**config.mk**
```make
export PLATFORM = sky130hd
export DESIGN_NAME = alu_seq_ctrl
export DESIGN_NICKNAME = d
export VERILOG_FILES = /design/src/rtl/alu_seq_ctrl.sv
export SDC_FILE = /design/constraint.sdc
export NUM_CORES = 1
export LEC_CHECK = 0
export ABC_CLOCK_PERIOD_IN_PS = 1650
export BUFFER_PORTS_ARGS = -buffer_cell sky130_fd_sc_hd__buf_2
export CAP_MARGIN = 20
export CORE_MARGIN = 5
export CORE_UTILIZATION = 51
export CTS_CLUSTER_DIAMETER = 30
export DETAILED_ROUTE_END_ITERATION = 12
export GPL_ROUTABILITY_DRIVEN = 1
export MAX_ROUTING_LAYER = met4
export PLACE_DENSITY_LB_ADDON = 0.05
export SYNTH_ARGS = -nofsm -noshare
export SYNTH_HDL_FRONTEND = slang
export SYNTH_SLANG_ARGS = --single-unit
```
**constraint.sdc**
```tcl
create_clock -name clk -period 1.65 [get_ports clk]
set_input_delay 0.165 -clock clk [delete_from_list [all_inputs] [get_ports clk]]
set_output_delay 0.165 -clock clk [all_outputs]
set_load 0.01 [all_outputs]
```
**src/rtl/alu_seq_ctrl.sv**
```systemverilog
// Sequencing controller for an external combinational ALU: a 4-entry register file,
// a carry register, and a multi-pass command engine with a valid/ready response port.
module alu_seq_ctrl #(
    parameter int bus_width = 8
) (
    input  logic                 clk,
    input  logic                 rst_n,

    input  logic                 cmd_valid,
    output logic                 cmd_ready,
    input  logic [3:0]           cmd_op,
    input  logic [1:0]           cmd_dst,
    input  logic [1:0]           cmd_sa,
    input  logic [1:0]           cmd_sb,
    input  logic [2:0]           cmd_rep,
    input  logic [bus_width-1:0] cmd_imm,

    output logic [bus_width-1:0] alu_a,
    output logic [bus_width-1:0] alu_b,
    output logic [3:0]           alu_opcode,
    output logic                 alu_car_in,
    input  logic [bus_width-1:0] alu_y,
    input  logic                 alu_car_out,
    input  logic                 alu_borrow,
    input  logic                 alu_zero,
    input  logic                 alu_parity,
    input  logic                 alu_invalid,

    output logic                 rsp_valid,
    input  logic                 rsp_ready,
    output logic [bus_width-1:0] rsp_data,
    output logic [4:0]           rsp_flags,
    output logic                 busy
);

    // state | meaning
    // IDLE  | waiting for a command, cmd_ready high
    // EXEC  | driving the ALU, one pass per cycle until the pass counter is spent
    // RESP  | response held on rsp_* until rsp_ready
    localparam int W = bus_width;

    typedef enum logic [1:0] {
        IDLE = 2'd0,
        EXEC = 2'd1,
        RESP = 2'd2
    } state_t;

    state_t         state_q, state_d;
    logic [W-1:0]   rf_q [4];
    logic [W-1:0]   rf_d [4];
    logic           car_q, car_d;
    logic [W-1:0]   opa_q, opa_d;
    logic [W-1:0]   opb_q, opb_d;
    logic [3:0]     op_q, op_d;
    logic [1:0]     dst_q, dst_d;
    logic [2:0]     cnt_q, cnt_d;
    logic [W-1:0]   rsp_data_q, rsp_data_d;
    logic [4:0]     rsp_flags_q, rsp_flags_d;

    always_ff @(posedge clk or negedge rst_n) begin
        if (!rst_n) begin
            state_q     <= IDLE;
            for (int i = 0; i < 4; i++) begin
                rf_q[i] <= '0;
            end
            car_q       <= 1'b0;
            opa_q       <= '0;
            opb_q       <= '0;
            op_q        <= 4'd0;
            dst_q       <= 2'd0;
            cnt_q       <= 3'd0;
            rsp_data_q  <= '0;
            rsp_flags_q <= 5'd0;
        end else begin
            state_q     <= state_d;
            for (int i = 0; i < 4; i++) begin
                rf_q[i] <= rf_d[i];
            end
            car_q       <= car_d;
            opa_q       <= opa_d;
            opb_q       <= opb_d;
            op_q        <= op_d;
            dst_q       <= dst_d;
            cnt_q       <= cnt_d;
            rsp_data_q  <= rsp_data_d;
            rsp_flags_q <= rsp_flags_d;
        end
    end

    always_comb begin
        state_d     = state_q;
        rf_d        = rf_q;
        car_d       = car_q;
        opa_d       = opa_q;
        opb_d       = opb_q;
        op_d        = op_q;
        dst_d       = dst_q;
        cnt_d       = cnt_q;
        rsp_data_d  = rsp_data_q;
        rsp_flags_d = rsp_flags_q;

        case (state_q)
            IDLE: begin
                if (cmd_valid) begin
                    if (cmd_op == 4'd0) begin
                        rf_d[cmd_dst] = cmd_imm;
                        rsp_data_d    = cmd_imm;
                        rsp_flags_d   = {1'b0, ^cmd_imm, cmd_imm == '0, 2'b00};
                        state_d       = RESP;
                    end else begin
                        // operands captured here so dst may alias sa/sb
                        opa_d   = rf_q[cmd_sa];
                        opb_d   = rf_q[cmd_sb];
                        op_d    = cmd_op;
                        dst_d   = cmd_dst;
                        cnt_d   = cmd_rep;
                        state_d = EXEC;
                    end
                end
            end

            EXEC: begin
                if (alu_invalid) begin
                    rsp_data_d  = alu_y;
                    rsp_flags_d = {1'b1, alu_parity, alu_zero, 2'b00};
                    state_d     = RESP;
                end else if (cnt_q != 3'd0) begin
                    opa_d = alu_y;
                    car_d = alu_car_out;
                    cnt_d = cnt_q - 3'd1;
                end else begin
                    rf_d[dst_q] = alu_y;
                    car_d       = alu_car_out;
                    rsp_data_d  = alu_y;
                    rsp_flags_d = {1'b0, alu_parity, alu_zero, alu_borrow, alu_car_out};
                    state_d     = RESP;
                end
            end

            RESP: begin
                if (rsp_ready) begin
                    state_d = IDLE;
                end
            end

            default: begin
                state_d = IDLE;
            end
        endcase
    end

    assign cmd_ready  = (state_q == IDLE);
    assign busy       = (state_q != IDLE);
    assign rsp_valid  = (state_q == RESP);
    assign rsp_data   = rsp_data_q;
    assign rsp_flags  = rsp_flags_q;
    assign alu_a      = (state_q == EXEC) ? opa_q : '0;
    assign alu_b      = (state_q == EXEC) ? opb_q : '0;
    assign alu_opcode = (state_q == EXEC) ? op_q : 4'd0;
    assign alu_car_in = car_q;

endmodule

```
# --- Yosys cells after proc, flatten, opt, wreduce, memory -nomap -nowiden ---
# Index checks and enable logic that the tools add are counted.
word_totals:
  register_bits: 73
  input_bits: 38
classes:
  addsub: 1
  order_cmp: 6
  eq_ne: 10
  muxes: 46
  n_bitwise: 6
  n_reduce_logical: 15
op_table:
  columns: ["operator", "count"]
  rows:
  - ["$mux W32", 4]
  - ["$mux W8", 16]
  - ["$bwmux W32", 2]
  - ["$pmux W32 S2", 1]
  - ["$bmux W8 S2", 2]
  - ["$demux W8 S2", 2]
  - ["$pmux W8 S2", 2]
  - ["$mux W5", 4]
  - ["$ge A3 B3 Y1 const B", 4]
  - ["$mux W3", 4]
  - ["$not A2 Y3", 4]
  - ["$mux W2", 5]
  - ["$ne A2 B2 Y1 const B", 5]
  - ["$pmux W5 S2", 1]
  - ["$reduce_and A5 Y1", 2]
  - ["$logic_not A8 Y1", 1]
  - ["$reduce_xor A8 Y1", 1]
  - ["$lt A3 B1 Y1 const B", 2]
  - ["$pmux W2 S3", 1]
  - ["$pmux W3 S2", 1]
  - ["$reduce_and A3 Y1", 2]
  - ["$logic_not A4 Y1", 1]
  - ["$mux W4", 1]
  - ["$ne A2 B1 Y1 const B", 2]
  - ["other kinds (11)", 14]

# --- Logic depth before layout (Yosys ltp) ---
logic_depth:
  word_depth: 9
  mapped_depth: 7
  mapped_depth_nobuf: 6

# --- Worst setup path after synthesis ---
# Ideal clock, no wire load.
synth_path:
  path_kind: "flip-flop to flip-flop"
  start: "register cnt_q[0]"
  end: "register rsp_data_q[1] (netlist: rsp_data[1])"
  t_arrival_ns: 1.650
  required_ns: 1.525
  setup_slack_ns: -0.125
  path_stages_with_launch: 8
  cell_sequence: "dfrtp_1 > inv_1 > ha_1 > nor2b_1 > o21ai_0 > nand2_1 > buf_4 > mux2_2"
synth_via:
  elab_chain_cells: 3
synth_rtl:
  columns: ["element", "line_no", "rtl"]
  rows:
  - ["start, declared", "56", "logic [2:0] cnt_q, cnt_d;"]
  - ["start signal, assigned", "84", "cnt_q <= cnt_d;"]
  - ["$reduce_bool A3 Y1", "127", "end else if (cnt_q != 3'd0) begin"]
  - ["$ne A3 B3 Y1 (no line)", null, null]
  - ["$reduce_and A4 Y1 (no line)", null, null]
  - ["end signal, assigned", "85", "rsp_data_q <= rsp_data_d;"]
  - ["end, declared", "57", "logic [W-1:0] rsp_data_q, rsp_data_d;"]
# No other way between the ends.
# A chain may end at the register's enable or synchronous reset.

# --- Worst setup path in the final report ---
layout_path:
  start: "register state_q[1]"
  end: "register opb_q[2]"
layout_via:
  elab_chain_cells: 2
layout_rtl:
  columns: ["element", "line_no", "rtl"]
  rows:
  - ["start, declared", "48", "state_t state_q, state_d;"]
  - ["start signal, assigned", "75", "state_q <= state_d;"]
  - ["$logic_not A2 Y1", "102", "case (state_q)"]
  - ["$reduce_and A3 Y1 (no line)", null, null]
  - ["end signal, assigned", "81", "opb_q <= opb_d;"]
  - ["end, declared", "53", "logic [W-1:0] opb_q, opb_d;"]
# No other way between the ends.

==> out/results.md <==
| Stage | Parameter | This run |
|---|---|---|
| outcome | Result of the run | finished, violations left |
| outcome | Failing checks | negative setup slack |
| power and ir drop | Cell internal pwr | 6070 uW |
| place | Detailed placement HPWL | 7.88 mm |
| logic synthesis | Count of mapped cells out of synthesis | 339 |
| drt | Final Routed Wirelength | 12.3 mm |
| clock tree | Clock-pin slew on the worst setup and hold paths | 0.08 ns |
| grt | Largest net degree at the start of global routing | 74 |
| logic synthesis | Count of warnings emitted by yosys | 0 |
| grt | First-pass GRT wire length | 18.7 mm |
| place | Placer Congestion | 0.850 |
| layout | Multi-input gate area | 2500 um^2 |
| setup path | Largest fanout of any net on the critical path | 14 |
| grt | GRT Resource Usage Total | 0.252 |
| layout | Fraction of final layout cells with drive strength greater than 1 | 0.609 |
| die | Area of the core | 8090 um^2 |
| die | Count of standard-cell rows | 33 |
| place | Place WS | -0.129 ns |
| setup path | Critical Path Source | state_q[1]$_DFFE_PN0P_ |
| grt | Vias in the first global route | 3400 |
| timing | Hold violation count in the final report | 0 |
| setup path | Start of the worst register-to-register path | state_q[1]$_DFFE_PN0P_ |
| place | Cell area after placement | 5050 um^2 |
| power and ir drop | Net switching power of the design | 3330 uW |
| logic synthesis | Netlist Area Pre-Place | 4170 um^2 |
| setup path | Depth of the worst register-to-register path | 5 |
| die | Top-level port count | 75 |
| layout | Storage element area | 1830 um^2 |
| timing | Fraction of the cycle the final worst path needs | 1.09 |
| timing | Relative slew margins | 0.733 |
| grt | Final global-route overflow total | 0 |
| drt | Detailed-route via count | 3479 |
| clock tree | Worst-Skew Late Latency | 0.35 ns |
| logic synthesis | Net Count, Synth | 383 |
| drt | Wirelength per Cell | 21.1 um |
| setup path | CP peak stage delay | 0.47 ns |
| run | Number of maximum-capacitance constraint violations | 0 |
| layout | Final-layout fill cell count | 582 |
| setup path | Capturing element of the worst setup path | opb_q[2]$_DFFE_PN0P_ |
| drt | Max layer used | met4 |
| timing | Setup Skew | 0.00928 ns |
| min path | Worst hold path type | in -> reg |
| drt | Metal2 WL | 6.06 mm |
| setup path | Reg2reg end | opb_q[2]$_DFFE_PN0P_ |
| place | Buffers added on ports | 74 |
| clock tree | H-tree Lvls | 3 |
| setup path | Critical Path Slowest Stage Cell | dfrtp_2 |
| clock tree | Maximum root-to-sink buffer count | 2 |
| die | Overall die area | 10100 um^2 |
| layout | Final cell utilization of the core | 0.734 |
| timing | Total Neg Setup Slack | -9.41 ns |
| grt | Antenna violations before repair | 0 |
| drt | Number of antenna-violating nets in the routed design | 0 |
| timing | Slew at the pin with the worst max-slew slack | 0.401 ns |
| layout | Most common cell after layout, fill and taps aside | dfrtp_1 |
| setup path | Critical path arrival | 2.04 ns |
| setup path | R2r setup slk | -0.15 ns |
| power and ir drop | Relative contribution of combinational cells to total power | 0.535 |
| timing | Final setup violation count | 89 |
| timing | Slew Viols, Final | 0 |
| setup path | Crit-path cells | buf_6 -> or3b_4 -> nor2_4 -> buf_12 -> mux2_2 |
| drt | Met3 WL | 776 um |
| setup path | Crit path launch type | flip-flop |
| drt | Number of optimization iterations in the first detailed-route pass | 4 |
| timing | Setup slack of the critical path after layout | -0.151 ns |
| layout | Inserted Diodes | 0 |
| setup path | Crit end category | flip-flop |
| layout | Fin area | 5940 um^2 |
| power and ir drop | Standby leakage power | 0.00277 uW |
| power and ir drop | Switching Share | 0.354 |
| setup path | Required time of the critical path | 1.88 ns |
| layout | Layout Nets | 518 |
| layout | Synth-to-Final Area Change | 42.4% |
| drt | Met1 Wirelength | 5.29 mm |
| setup path | Critical path type | reg -> reg |
| power and ir drop | Clock network power share | 0.152 |
| timing | Setup repair after global routing missed its margin | yes |
| power and ir drop | Sequential power share | 0.314 |
| logic synthesis | Portion of the post-synthesis area used by sequential elements | 0.438 |
| die | Die X-Extent | 100 um |
| die | Y dimension of the die | 100 um |
| logic synthesis | Count of state elements after synthesis | 73 |
| clock tree | TritonCTS sink count | 73 |
| logic synthesis | Number of different library cells in the post-synthesis netlist | 39 |
| timing | Worst hold margin | 0.0506 ns |
| layout | Most used cells in the layout excluding fill and tap cells | 69 x dfrtp_1, 56 x buf_2, 49 x buf_4 |
| die | Initial Util | 0.515 |
| drt | Drt drc | 0 |
| drt | Vias per cell | 5.97 |
| timing | Shortest period the worst path allows | 1.80 ns |
| power and ir drop | Power per Cell Area | 1580 nW/um^2 |
| power and ir drop | Peak supply drop | 0.758 mV |
| timing | Max Fclk | 555 MHz |
| clock tree | Number of buffers added by the clock tree synthesis step | 9 |
| clock tree | Clock tree from TritonCTS | built |
| clock tree | Buffer cell driving the clock tree root | clkbuf_8 |
| logic synthesis | Syn avg cell area | 12.3 um^2 |
| drt | Iter 0 DRT Violations | 204 |
[cell families (layout without fill, tap and decap cells)]
kind of cell	after synthesis	count (layout)	synth area share
and+or+nand+nor	77	77	0.111
muxes	75	75	0.245
DFF	73	73	0.438
AOI/OAI and AO/OA	65	65	0.133
buffers and inverters	40	179	0.0477
adders and majority gates	6	6	0.0180
xor gates and xnor gates	3	3	0.00630
[power groups by stage]
stage,Combinational [uW],Clock [uW],Sequential [uW]
finish,5030,1420,2950
global route,5370,1520,3040
CTS,4580,1440,2900
detailed placement,3620,0,2910
global placement,3550,0,2890
floorplan,2340,0,2870
[synthesized netlist by cell type, drive strengths merged]
library cell	instances	area, um^2
buf	21	128
nor4b	1	23.8
o211ai	1	7.51
dfrtp	73	1830
a22oi	1	7.51
o21bai	1	18.8
o21ai	12	60.1
nand4	1	6.26
inv	15	56.3
a32oi	1	27.5
nand2	20	75.1
and3	1	6.26
and2b	1	7.51
or3b	1	8.76
nand3	4	20.0
ha	6	75.1
a21o	1	7.51
nor2	17	91.3
mux2	57	642
nor2b	4	27.5
nor4bb	2	20.0
mux2i	2	20.0
xnor2	3	26.3
a21oi	6	30.0
nor3b	1	12.5
mux4	16	360
clkbuf	4	15.0
and2	22	138
nor4	1	21.3
o32ai	1	16.3
a32o	33	330
nand2b	1	6.26
a31oi	8	50.1
[metrics by stage]
stage | cells | total power, uW
after CTS | 575 | 8920
after global routing | 583 | 9930
final | 583 | 9400
after detailed placement | 540 | 6540
after global placement | 540 | 6440
after floorplan | 339 | 5210
[worst min-delay path by stage]
stage	startpoint	endpoint	depth (start not counted)
after floorplan	rst_n	alu_car_in$_DFFE_PN0P_	0
after global placement	rst_n	op_q[0]$_DFFE_PN0P_	2
after detailed placement	rst_n	op_q[0]$_DFFE_PN0P_	2
after CTS	alu_borrow	rsp_flags[1]$_DFFE_PN0P_	3
after global routing	alu_borrow	rsp_flags[1]$_DFFE_PN0P_	3
final	alu_borrow	rsp_flags[1]$_DFFE_PN0P_	3
[flip-flops by register name (all words and copies together) (netlist names), 2 cells and up]
| register | flops |
|---|---|
| rf_q | 32 |
| opa_q | 8 |
| opb_q | 8 |
| rsp_data | 8 |
| rsp_flags | 5 |
| op_q | 4 |
| cnt_q | 3 |
| dst_q | 2 |
| state_q | 2 |
[metal layers]
layer,track usage,vias to the layer above
met1,0.341,1789
met5,-,-
li1,-,1553
met2,0.394,120
met3,0.0396,17
met4,0.0715,0
[timing repair]
item	in CTS	in global routing
pin swaps	27	6
setup endpoints to repair	76	89
gates resized for setup	81	36
cloned	1	2
endpoints found under the hold margin	73	0
setup buffers	19	7
hold buffers	1	0
[critical path: cells and delay by family, from the launching register on]
kind	cells	cell delay, ns
flops	1	0.47
mux	1	0.34
buf+inv	2	0.32
simple gates	2	0.57
[layout make-up]
class / instances / share of cell area
multi-input combinational: 226 / 0.421
sequential: 73 / 0.308
timing repair buffer: 149 / 0.207
clock buffer: 10 / 0.0232
tap: 105 / 0.0221
clock inverter: 5 / 0.00948
inverter: 15 / 0.00948
No activity file was read; power rests on OpenSTA's default activity.
